`config.mk`:
```
export PLATFORM = sky130hd
export DESIGN_NAME = imem_port_arbiter
export DESIGN_NICKNAME = d
export VERILOG_FILES = /design/src/rtl/imem_port_arbiter.sv
export SDC_FILE = /design/constraint.sdc
export NUM_CORES = 1
export LEC_CHECK = 0
export ABC_AREA = 1
export BUFFER_PORTS_ARGS = -buffer_cell sky130_fd_sc_hd__buf_2
export CAP_MARGIN = 10
export CORE_AREA = 4 4 145 147
export CTS_CLUSTER_DIAMETER = 30
export DETAILED_ROUTE_END_ITERATION = 10
export DIE_AREA = 0 0 149 151
export HOLD_SLACK_MARGIN = 0.03
export RECOVER_POWER = 50
export SLEW_MARGIN = 20
export SYNTH_ARGS = -nofsm -noshare
export SYNTH_HDL_FRONTEND = slang
export SYNTH_SLANG_ARGS = --single-unit
export TNS_END_PERCENT = 1
```
`constraint.sdc`:
```
create_clock -name clk -period 3.7 [get_ports clk]
set_clock_uncertainty 0.1 [all_clocks]
set_input_delay 0.37 -clock clk [delete_from_list [all_inputs] [get_ports clk]]
set_output_delay 0.37 -clock clk [all_outputs]
set_load 0.01 [all_outputs]
```
`src/rtl/imem_port_arbiter.sv`:
```
// Purpose : shares the single-port instruction BRAM between host writes, fetch reads and debug reads.
// Latency : grant and BRAM drive in the request cycle; a read response returns RD_LATENCY cycles later.
// Backpressure: ready is a same-cycle grant; the loser holds valid, and a starved debug read is forced through.
//
// Ports:
//   clk, rst_n                     clock, asynchronous active-low reset
//   exec_active                    program executing; steers LOAD/EXEC/DRAIN
//   wr_valid/ready/addr/data       host write stream (granted in LOAD)
//   fe_valid/ready/addr            fetch read requests (granted in EXEC)
//   fe_rvalid/raddr/rdata          tagged fetch responses
//   dbg_valid/ready/addr           debug read requests (granted in LOAD and EXEC)
//   dbg_rvalid/rdata               debug responses
//   mem_en/we/addr/wdata/rdata     BRAM port
module imem_port_arbiter #(
  parameter int AW           = 10,
  parameter int DW           = 64,
  parameter int RD_LATENCY   = 2,
  parameter int STARVE_LIMIT = 8
) (
  input  logic          clk,
  input  logic          rst_n,
  input  logic          exec_active,
  input  logic          wr_valid,
  output logic          wr_ready,
  input  logic [AW-1:0] wr_addr,
  input  logic [DW-1:0] wr_data,
  input  logic          fe_valid,
  output logic          fe_ready,
  input  logic [AW-1:0] fe_addr,
  output logic          fe_rvalid,
  output logic [AW-1:0] fe_raddr,
  output logic [DW-1:0] fe_rdata,
  input  logic          dbg_valid,
  output logic          dbg_ready,
  input  logic [AW-1:0] dbg_addr,
  output logic          dbg_rvalid,
  output logic [DW-1:0] dbg_rdata,
  output logic          mem_en,
  output logic          mem_we,
  output logic [AW-1:0] mem_addr,
  output logic [DW-1:0] mem_wdata,
  input  logic [DW-1:0] mem_rdata
);

  typedef enum logic [1:0] {
    ST_LOAD  = 2'd0,
    ST_EXEC  = 2'd1,
    ST_DRAIN = 2'd2
  } state_t;

  localparam logic [7:0] LIMIT = 8'(STARVE_LIMIT);
  localparam int         LAST  = RD_LATENCY - 1;

  state_t                state_q, state_d;
  logic [7:0]            starve_cnt;
  logic [RD_LATENCY-1:0] pipe_vld;
  logic [RD_LATENCY-1:0] pipe_dbg;
  logic [AW-1:0]         pipe_addr [RD_LATENCY];

  logic gnt_wr, gnt_fe, gnt_dbg, rd_gnt, override, inflight_next;

  // Arbitration from the registered state only. Gating with rst_n keeps
  // every handshake and BRAM output low while reset is held.
  always_comb begin
    gnt_wr   = 1'b0;
    gnt_fe   = 1'b0;
    gnt_dbg  = 1'b0;
    override = (starve_cnt == LIMIT);
    if (rst_n) begin
      case (state_q)
        ST_LOAD: begin
          if (dbg_valid && override) gnt_dbg = 1'b1;
          else if (wr_valid)         gnt_wr  = 1'b1;
          else if (dbg_valid)        gnt_dbg = 1'b1;
        end
        ST_EXEC: begin
          if (dbg_valid && override) gnt_dbg = 1'b1;
          else if (fe_valid)         gnt_fe  = 1'b1;
          else if (dbg_valid)        gnt_dbg = 1'b1;
        end
        default: ;
      endcase
    end
  end

  assign rd_gnt = gnt_fe | gnt_dbg;

  // Reads still owed a response after this edge: everything except the
  // one being returned this cycle, plus a read granted this cycle.
  always_comb begin
    inflight_next = rd_gnt;
    for (int i = 0; i < LAST; i++) begin
      inflight_next = inflight_next | pipe_vld[i];
    end
  end

  always_comb begin
    state_d = state_q;
    case (state_q)
      ST_LOAD:  if (exec_active) state_d = ST_EXEC;
      ST_EXEC:  if (!exec_active) state_d = inflight_next ? ST_DRAIN : ST_LOAD;
      ST_DRAIN: if (!inflight_next) state_d = ST_LOAD;
      default:  state_d = ST_LOAD;
    endcase
  end

  always_ff @(posedge clk or negedge rst_n) begin
    if (!rst_n) begin
      state_q <= ST_LOAD;
    end else begin
      state_q <= state_d;
    end
  end

  // Starvation counter: counts debug cycles lost to wr/fe. DRAIN grants
  // nobody, so a waiting debug read there is not counted as lost.
  always_ff @(posedge clk or negedge rst_n) begin
    if (!rst_n) begin
      starve_cnt <= 8'd0;
    end else if (!dbg_valid || gnt_dbg) begin
      starve_cnt <= 8'd0;
    end else if (state_q != ST_DRAIN && starve_cnt != LIMIT) begin
      starve_cnt <= starve_cnt + 8'd1;
    end
  end

  // Response tag pipeline, one stage per cycle of BRAM read latency.
  always_ff @(posedge clk or negedge rst_n) begin
    if (!rst_n) begin
      pipe_vld <= '0;
      pipe_dbg <= '0;
      for (int i = 0; i < RD_LATENCY; i++) begin
        pipe_addr[i] <= '0;
      end
    end else begin
      pipe_vld[0]  <= rd_gnt;
      pipe_dbg[0]  <= gnt_dbg;
      pipe_addr[0] <= gnt_dbg ? dbg_addr : fe_addr;
      for (int i = 1; i < RD_LATENCY; i++) begin
        pipe_vld[i]  <= pipe_vld[i-1];
        pipe_dbg[i]  <= pipe_dbg[i-1];
        pipe_addr[i] <= pipe_addr[i-1];
      end
    end
  end

  assign wr_ready  = gnt_wr;
  assign fe_ready  = gnt_fe;
  assign dbg_ready = gnt_dbg;

  assign mem_en    = gnt_wr | rd_gnt;
  assign mem_we    = gnt_wr;
  assign mem_wdata = wr_data;
  assign mem_addr  = gnt_wr  ? wr_addr  :
                     gnt_fe  ? fe_addr  :
                     gnt_dbg ? dbg_addr : '0;

  assign fe_rvalid  = pipe_vld[LAST] & ~pipe_dbg[LAST];
  assign dbg_rvalid = pipe_vld[LAST] &  pipe_dbg[LAST];
  assign fe_raddr   = fe_rvalid  ? pipe_addr[LAST] : '0;
  assign fe_rdata   = fe_rvalid  ? mem_rdata : '0;
  assign dbg_rdata  = dbg_rvalid ? mem_rdata : '0;

endmodule
```
# == Word-level counts from Yosys, hierarchy flattened ==
# Index checks and enable logic that the tools add are counted.
# op_classes
reduce_logical,7
n_eq_ne,8
n_addsub,1
bitwise,6
n_mux,29
# ops
cell,n
64-bit 2-to-1 mux,2
10-bit 2-to-1 mux,5
8-bit 2-to-1 mux,2
1-bit 2-to-1 mux,14
8-bit by 1-bit adder with 8-bit output (second input constant),1
8-bit by 4-bit equality test with 1-bit output (second input constant),1
2-bit 2-to-1 mux,4
2-bit inequality test (second input constant),4
8-bit by 4-bit inequality test with 1-bit output (second input constant),1
2-bit case mux with 3 select lines,1
1-bit OR,3
3-bit AND reduction,1
1-bit AND,2
2-bit by 1-bit equality test with 1-bit output (second input constant),1
2-bit equality test (second input constant),1
1-bit logical AND,2
2-bit zero test,1
1-bit case mux with 2 select lines,1
2-bit nonzero test,1
1-bit zero test,1
1-bit logical OR,1
1-bit inverter,1
# totals
wordCells,57
output_inout_bits,219
in_bits,164
reg_bits,34

# == Logic depth before layout (Yosys ltp) ==
# Gate-level depths: netlist (run 1).
# logic_depth
depth_word,10
ltp_mapped,10
ltp_nobuf,10

# == Worst setup path before layout (run 1) ==
# No wires, ideal clock.
# synth_path
path_type,reg2out
startpoint,register starve_cnt[0]
endpoint,output port mem_addr[0]
path_stages_with_launch,10
t_required_ns,3.230
path_buffers,1
slack_ns,1.856
t_arrival_ns,1.374
path_cell_list,dfrtp_1 -> inv_1 -> ha_1 -> nor3b_1 -> nand3_1 -> nand2_1 -> inv_1 -> buf_6 -> nand2_1 -> nand3_1
# synth_via
elab_cells_between_ends,15
cone_classes,eq/ne: 1; mux: 13; reduce/logical: 1
# synth_lines
item,line,text
start: declaration,55,logic [7:0] starve_cnt;
start signal: assignment,123,starve_cnt <= starve_cnt + 8'd1;
8-bit by 4-bit equality test with 1-bit output,68,override = (starve_cnt == LIMIT);
1-bit logical AND,72,if (dbg_valid && override) gnt_dbg = 1'b1;
1-bit 2-to-1 mux,72,
1-bit 2-to-1 mux,70,case (state_q)
1-bit 2-to-1 mux,69,if (rst_n) begin
via mem_we,39,"output logic mem_we,"
10-bit 2-to-1 mux,154,assign mem_addr = gnt_wr ? wr_addr :
end: declaration,40,"output logic [AW-1:0] mem_addr,"
# The timed path passes the listed nets, and every way through them passes these cells.

# == Final worst setup path (run 1) ==
# layout_path
startpoint,input port rst_n
endpoint,output port mem_en
# layout_via
elab_chain_cells,3
elab_cells_between_ends,5
cone_classes,mux: 3; bitwise: 2
# layout_rtl
item,line,text
start: declaration,21,"input logic rst_n,"
1-bit 2-to-1 mux,69,
1-bit OR,86,assign rd_gnt = gnt_fe | gnt_dbg;
1-bit OR *,151,assign mem_en = gnt_wr | rd_gnt;
end: declaration,38,"output logic mem_en,"
# Mark *: on every way between the ends. The rest lies on a longest branch, timed or not.

==> results of run 1 <==
cell usage after synthesis:
master	count	area, sq um
a21o_1	1	7.51
a21oi_1	3	15.0
buf_1	5	18.8
buf_2	7	35.0
buf_4	65	488
buf_6	5	56.3
clkbuf_1	4	15.0
dfrtp_1	34	851
ha_1	2	25.0
inv_1	98	368
nand2_1	67	251
nand2_2	5	31.3
nand2_4	1	11.3
nand3_1	30	150
nand3_2	1	10.0
nand3b_1	1	7.51
nand4_1	3	18.8
nor2_1	152	571
nor2_2	2	12.5
nor2_4	1	11.3
nor3_1	2	10.0
nor3_2	1	10.0
nor3b_1	1	7.51
o21ai_0	3	15.0
tightest hold or removal path: stages:
cell and delay [ps]:
buf_2 90, nand2_1 50, nand2_1 40
sequential cells by signal (all words and copies together), names as in the netlist:
name	cells
pipe_addr	20
starve_cnt	8
pipe_dbg	2
pipe_vld	2
state_q	2
logic make-up (layout without fill, tap and decap cells):
group / after synthesis / after routing / share of synthesized area (%)
AO/OA/AOI/OAI: 7 / 7 / 1.25
adder cells (fa/ha/maj): 2 / 2 / 0.835
flip-flops: 34 / 34 / 28.4
buffers and inverters: 184 / 364 / 32.7
AND/OR/NAND/NOR: 267 / 267 / 36.8
worst min-delay path by stage:
stage	start	endpoint	slack (ps)	cells past startpoint
5_1_grt	exec_active	state_q[0]	210	3
3_5_place_dp	rst_n	state_q[1]	190	1
4_1_cts	fe_addr[9]	pipe_addr[19]	200	3
6_report	fe_addr[9]	pipe_addr[19]	210	3
2_1_floorplan	rst_n	pipe_addr[0]	-30	0
3_3_place_gp	rst_n	pipe_dbg[0]	180	1
final cells by class:
cell class / count / share of cell area, %
Sequential cell: 34 / 20.5
Inverter: 98 / 8.88
Multi-Input combinational cell: 276 / 28.0
Clock buffer: 6 / 3.35
Tap cell: 270 / 8.15
Timing Repair Buffer: 258 / 30.8
Clock inverter: 2 / 0.302
layer usage:
layer  vias up  routed length (um)  share of wire, %
met1      1442                4530                37
met5         -                  21              0.17
met4         4                  91              0.74
met2       253                5610                46
li1       1710                   -                 -
met3        14                2050                17
metrics by stage:
stage	area [sq um]	util (%)	hold slack [ps]
floorplan	3000	-	-25.6
global placement	4020	20.2	185
detailed placement	4020	20.2	187
CTS	4180	21.0	204
global route	4140	20.8	213
finish	4140	20.8	207
power groups by stage:
stage	clock network (W)	logic, W	registers [W]
detailed placement	0	0.000360	0.000424
global placement	0	0.000359	0.000424
finish	0.000409	0.000349	0.000417
global route	0.000441	0.000395	0.000420
floorplan	0	0.000262	0.000417
CTS	0.000421	0.000362	0.000418
==> impl_metrics.toml, run 1 <==
[status]
status = "complete, no violations"

[setup_path]
crit_arrival_ps = 2470
rr_startpoint = "starve_cnt[0]"
cp-endpoint = "mem_en"
r2r_end = "starve_cnt[5]"
crit_cells = 7
path_max_fanout = 17
crit_family = "buffers and inverters"
required_ps = 3230
crit_buf_inv = 4
critical_path.startpoint = "rst_n"
critPathKind = "input pin to output port"
cp_slowest_cell = "dlygate4sd3_1"
cp-end-kind = "output port"
startpoint_type = "input pin"
r2r_slack_ps = 1450
rr_worst_depth = 9
max_stage_delay_ps = 510
crit_chain = "dlygate4sd3_1, buf_2, nand2_1, inv_1, nand2_1, nand3_1, buf_2"

[routing]
drcViolationCount = 0
ant_nets = 0
wirelength_um = 12300
wl_per_cell_um = 13.0
drt_iter0_drc = 73
num_vias = 3423
first_pass_iters = 4
viasPerCell = 3.63

[power_and_ir_drop]
vdd_drop_max_mv = 0.221
p_leak_nw = 2.78
combinationalPowerShare_pct = 29.7
power_w = 0.00117
seq_power_share_pct = 35.5
p_per_area_mw_per_mm2 = 283
clockPowerShare_pct = 34.8
p_sw_share_pct = 32.0
p_int_w = 0.000798
p_switching_w = 0.000376

[clocking]
clock_path_buffers = 2
cts_tree = "done"
cts_buffers = 5
postCtsHoldBufs = 1
cts_setup_buffers = 0
insertion_delay_ps = 270
clock-sinks = 34
root_buffer = "clkbuf_16"
path_clk_slew_ps = 50
cts_resized = 0
h-tree-depth = 2

[synthesis]
avgSynthCellArea_sq_um = 6.07
syn_nets = 660
ys_seq_area_share_pct = 28.4
synth_cell_types = 24
syn-instance-count = 494
netlist_area_sq_mm = 0.00300
yosysWarnings = 0
synth_seq_cells = 34

[hold_path]
hold_class = "input pin to flip-flop"

[floorplan]
core_area_sq_mm = 0.0199
initial_core_util_pct = 15.1
die_h_um = 151
rows = 52
ioPinCount = 383
die_width_um = 149
die_area_sq_mm = 0.0225

[grt]
met3_usage_pct = 6.58
grt_pass1_vias = 3112
grt_pass1_wl_um = 17100
grt_use_total_pct = 9.88
globalRoute.totalOverflow = 0
use_met1_pct = 10.7
grt_busiest_layer = "met2"
grt_use_met2_pct = 16.5
grt_max_degree = 47
grt_antenna_before_repair = 2

[timing]
fmax_mhz = 341
fin_setup_tns_ps = 0
finalSetupViolCount = 0
drv_slew = 0
slew_headroom_pct = 13.5
rsz0062_at_grt = "false"
tightest_slew_ps = 1300
hold_viol_final = 0
post-route-period-util_pct = 79.3
fin_crit_ps = 2940
setup_slack_ps = 764

[layout]
regArea_sq_um = 851
syn_to_final_growth_pct = 38.2
antenna_cells = 0
fin_nets = 839
final_cell_mix = "buf_2, nor2_1, inv_1"
multiInputGateArea_sq_mm = 0.00116
final_common_cell = "buf_2"
drive_above_1_share_pct = 37.8
fillers = 2316
instances_no_fill = 944

[place]
port_buffers = 254
place.gp.congestion = 0.765
dp_cells = 935
hpwl_um = 10600
dp_slack_ps = 1490

[job]
drv_cap = 0
(Power assumes the default switching activity.)
==> run 2: changes to the inputs <==
--- a/config.mk
+++ b/config.mk
@@ -5,13 +5,13 @@
 export SDC_FILE = /design/constraint.sdc
 export NUM_CORES = 1
 export LEC_CHECK = 0
-export ABC_AREA = 1
+export ABC_AREA = 0
 export BUFFER_PORTS_ARGS = -buffer_cell sky130_fd_sc_hd__buf_2
 export CAP_MARGIN = 10
-export CORE_AREA = 4 4 145 147
+export CORE_AREA = 4 4 146 148
 export CTS_CLUSTER_DIAMETER = 30
 export DETAILED_ROUTE_END_ITERATION = 10
-export DIE_AREA = 0 0 149 151
+export DIE_AREA = 0 0 150 152
 export HOLD_SLACK_MARGIN = 0.03
 export RECOVER_POWER = 50
 export SLEW_MARGIN = 20
==> constraint.sdc (replaced) <==
create_clock -name clk -period 2.55 [get_ports clk]
set_clock_uncertainty 0.1 [all_clocks]
set_input_delay 0.255 -clock clk [delete_from_list [all_inputs] [get_ports clk]]
set_output_delay 0.255 -clock clk [all_outputs]
set_load 0.01 [all_outputs]
==> impl_metrics.toml, run 2 <==
[routing]
num_vias = 3317
first_pass_iters = 5
wl_per_cell_um = 15.7
drt_iter0_drc = 76
ant_nets = 0
drcViolationCount = 0
viasPerCell = 4.02
wirelength_um = 12900

[power_and_ir_drop]
p_switching_w = 0.000528
combinationalPowerShare_pct = 30.2
clockPowerShare_pct = 36.3
p_int_w = 0.00129
seq_power_share_pct = 33.6
p_sw_share_pct = 29.0
p_leak_nw = 2.75
vdd_drop_max_mv = 0.232
p_per_area_mw_per_mm2 = 410

[timing]
fin_setup_tns_ps = 0
post-route-period-util_pct = 93.3
fin_crit_ps = 2380
finalSetupViolCount = 0
setup_slack_ps = 172
drv_slew = 0
hold_viol_final = 0
fmax_mhz = 420
slew_headroom_pct = 27.2
tightest_slew_ps = 1090

[floorplan]
rows = 52
ioPinCount = 383
die_h_um = 152
die_width_um = 150
initial_core_util_pct = 16.0
die_area_sq_mm = 0.0228
core_area_sq_mm = 0.0200

[hold_path]
hold_depth = 2
hold_class = "input pin to flip-flop"

[synthesis]
synth_top_flop_cell = "dfrtp_1"
avgSynthCellArea_sq_um = 8.43
netlist_area_sq_mm = 0.00321
synthTopCellsByCount = "and2_1, and3_1, buf_4"
synth_edf_count = 0
synth_seq_cells = 34
yosysTopAreaCellShare_pct = 26.5
ys_seq_area_share_pct = 26.5
yosysMostFrequentCell = "and2_1"
synth_area_leaders = "dfrtp_1, buf_4, and2_1"
yosysWarnings = 0
async_reset_ff_share_pct = 100
synth_cell_types = 40
syn-instance-count = 381
syn_nets = 547
synth.largest_area_cell = "dfrtp_1"

[job]
drv_cap = 0

[setup_path]
cp-endpoint = "mem_addr[6]"
rr_worst_depth = 7
startpoint_type = "flip-flop"
r2r_slack_ps = 500
r2r_end = "pipe_addr[11]"
rr_startpoint = "starve_cnt[0]"
crit_arrival_ps = 2020
critical_path.startpoint = "starve_cnt[0]"
critPathKind = "flip-flop to output port"
required_ps = 2190
path_max_fanout = 13
cp-end-kind = "output port"

[layout]
antenna_cells = 0
largest_register_ffs = 20
regArea_sq_um = 853
fin_nets = 721
fillers = 2266
syn_to_final_growth_pct = 38.1
multiInputGateArea_sq_mm = 0.00170
final_cell_mix = "buf_2, and2_1, and3_1"
drive_above_1_share_pct = 50.0
reg_top3 = "pipe_addr x20, starve_cnt x8"
final_area_sq_mm = 0.00444
fin_util_pct = 22.1
largest-register = "pipe_addr"
final_common_cell = "buf_2"
instances_no_fill = 826

[place]
port_buffers = 254
dp_slack_ps = 389
place.gp.congestion = 0.750
dp_cells = 816
hpwl_um = 10700
placed_cell_area_sq_mm = 0.00426

[clocking]
path_clk_slew_ps = 50
insertion_delay_ps = 270
h-tree-depth = 2
cts_tree = "done"
clock-sinks = 34
clock_path_buffers = 2
cts_buffers = 5
cts_setup_buffers = 0
root_buffer = "clkbuf_16"

[grt]
grt_max_degree = 76
globalRoute.totalOverflow = 0
grt_antenna_before_repair = 0
grt_pass1_wl_um = 18200
grt_pass1_vias = 3149
grt_use_total_pct = 10.1

[status]
status = "complete, no violations"
==> run 2: area by class of cell <==
type	instances	share of cell area, %
well taps	270	7.61
flip-flops and latches	34	19.2
multi-input cells	243	38.3
clock buffers	7	2.99
clock inverters	1	0.677
repair buffers	265	30.7
inverters	6	0.508
==> run 2: metal layers <==
metal	track usage, %	share of wire, %	vias up
li1	-	-	1586
met1	11.1	38	1476
met2	17.8	47	248
met3	4.41	14	7
met4	2.35	0.80	0
met5	0	0	-
==> run 2: worst min-delay path by stage <==
stage / from / to / slack (ps)
final: fe_addr[6] / pipe_addr[16] / 100
after global routing: fe_addr[6] / pipe_addr[16] / 110
after CTS: fe_addr[6] / pipe_addr[16] / 100
after detailed placement: rst_n / starve_cnt[7] / 80
after global placement: rst_n / starve_cnt[7] / 80
after floorplan: rst_n / pipe_addr[0] / -140
==> run 2: power groups by stage <==
stage	registers [W]	clock network, W	logic [W]
3_5_place_dp	0.000620	0	0.000549
4_1_cts	0.000611	0.000678	0.000554
3_3_place_gp	0.000619	0	0.000547
2_1_floorplan	0.000604	0	0.000400
5_1_grt	0.000616	0.000687	0.000605
6_report	0.000610	0.000660	0.000548
==> run 2: worst max-delay path: stages (launching register included) <==
cell       delay (ps)
dfrtp_1           410
inv_1              70
ha_1              150
nor4b_4           310
and2_4            300
o2111ai_1         170
a2bb2oi_1         190
buf_2             150
==> run 2: cell families after synthesis <==
family / after synthesis / synth area share, %
fa+ha+maj: 2 / 0.779
simple gates: 183 / 37.0
buf+inv: 104 / 21.1
xor+xnor: 6 / 1.64
mux: 2 / 0.623
flops: 34 / 26.5
compound gates: 50 / 12.4
==> run 2: stage by stage <==
| step | hold slack [ps] | power (W) |
|---|---|---|
| 6_report | 103 | 0.00182 |
| 5_1_grt | 105 | 0.00191 |
| 2_1_floorplan | -141 | 0.00100 |
| 3_5_place_dp | 80.6 | 0.00117 |
| 4_1_cts | 96.3 | 0.00184 |
| 3_3_place_gp | 76.5 | 0.00117 |
==> run 2: timing repair <==
action,CTS,global route
hold buffers,2,0
hold endpoints to repair,13,0
resized for setup,0,3
setup endpoints to repair,0,13
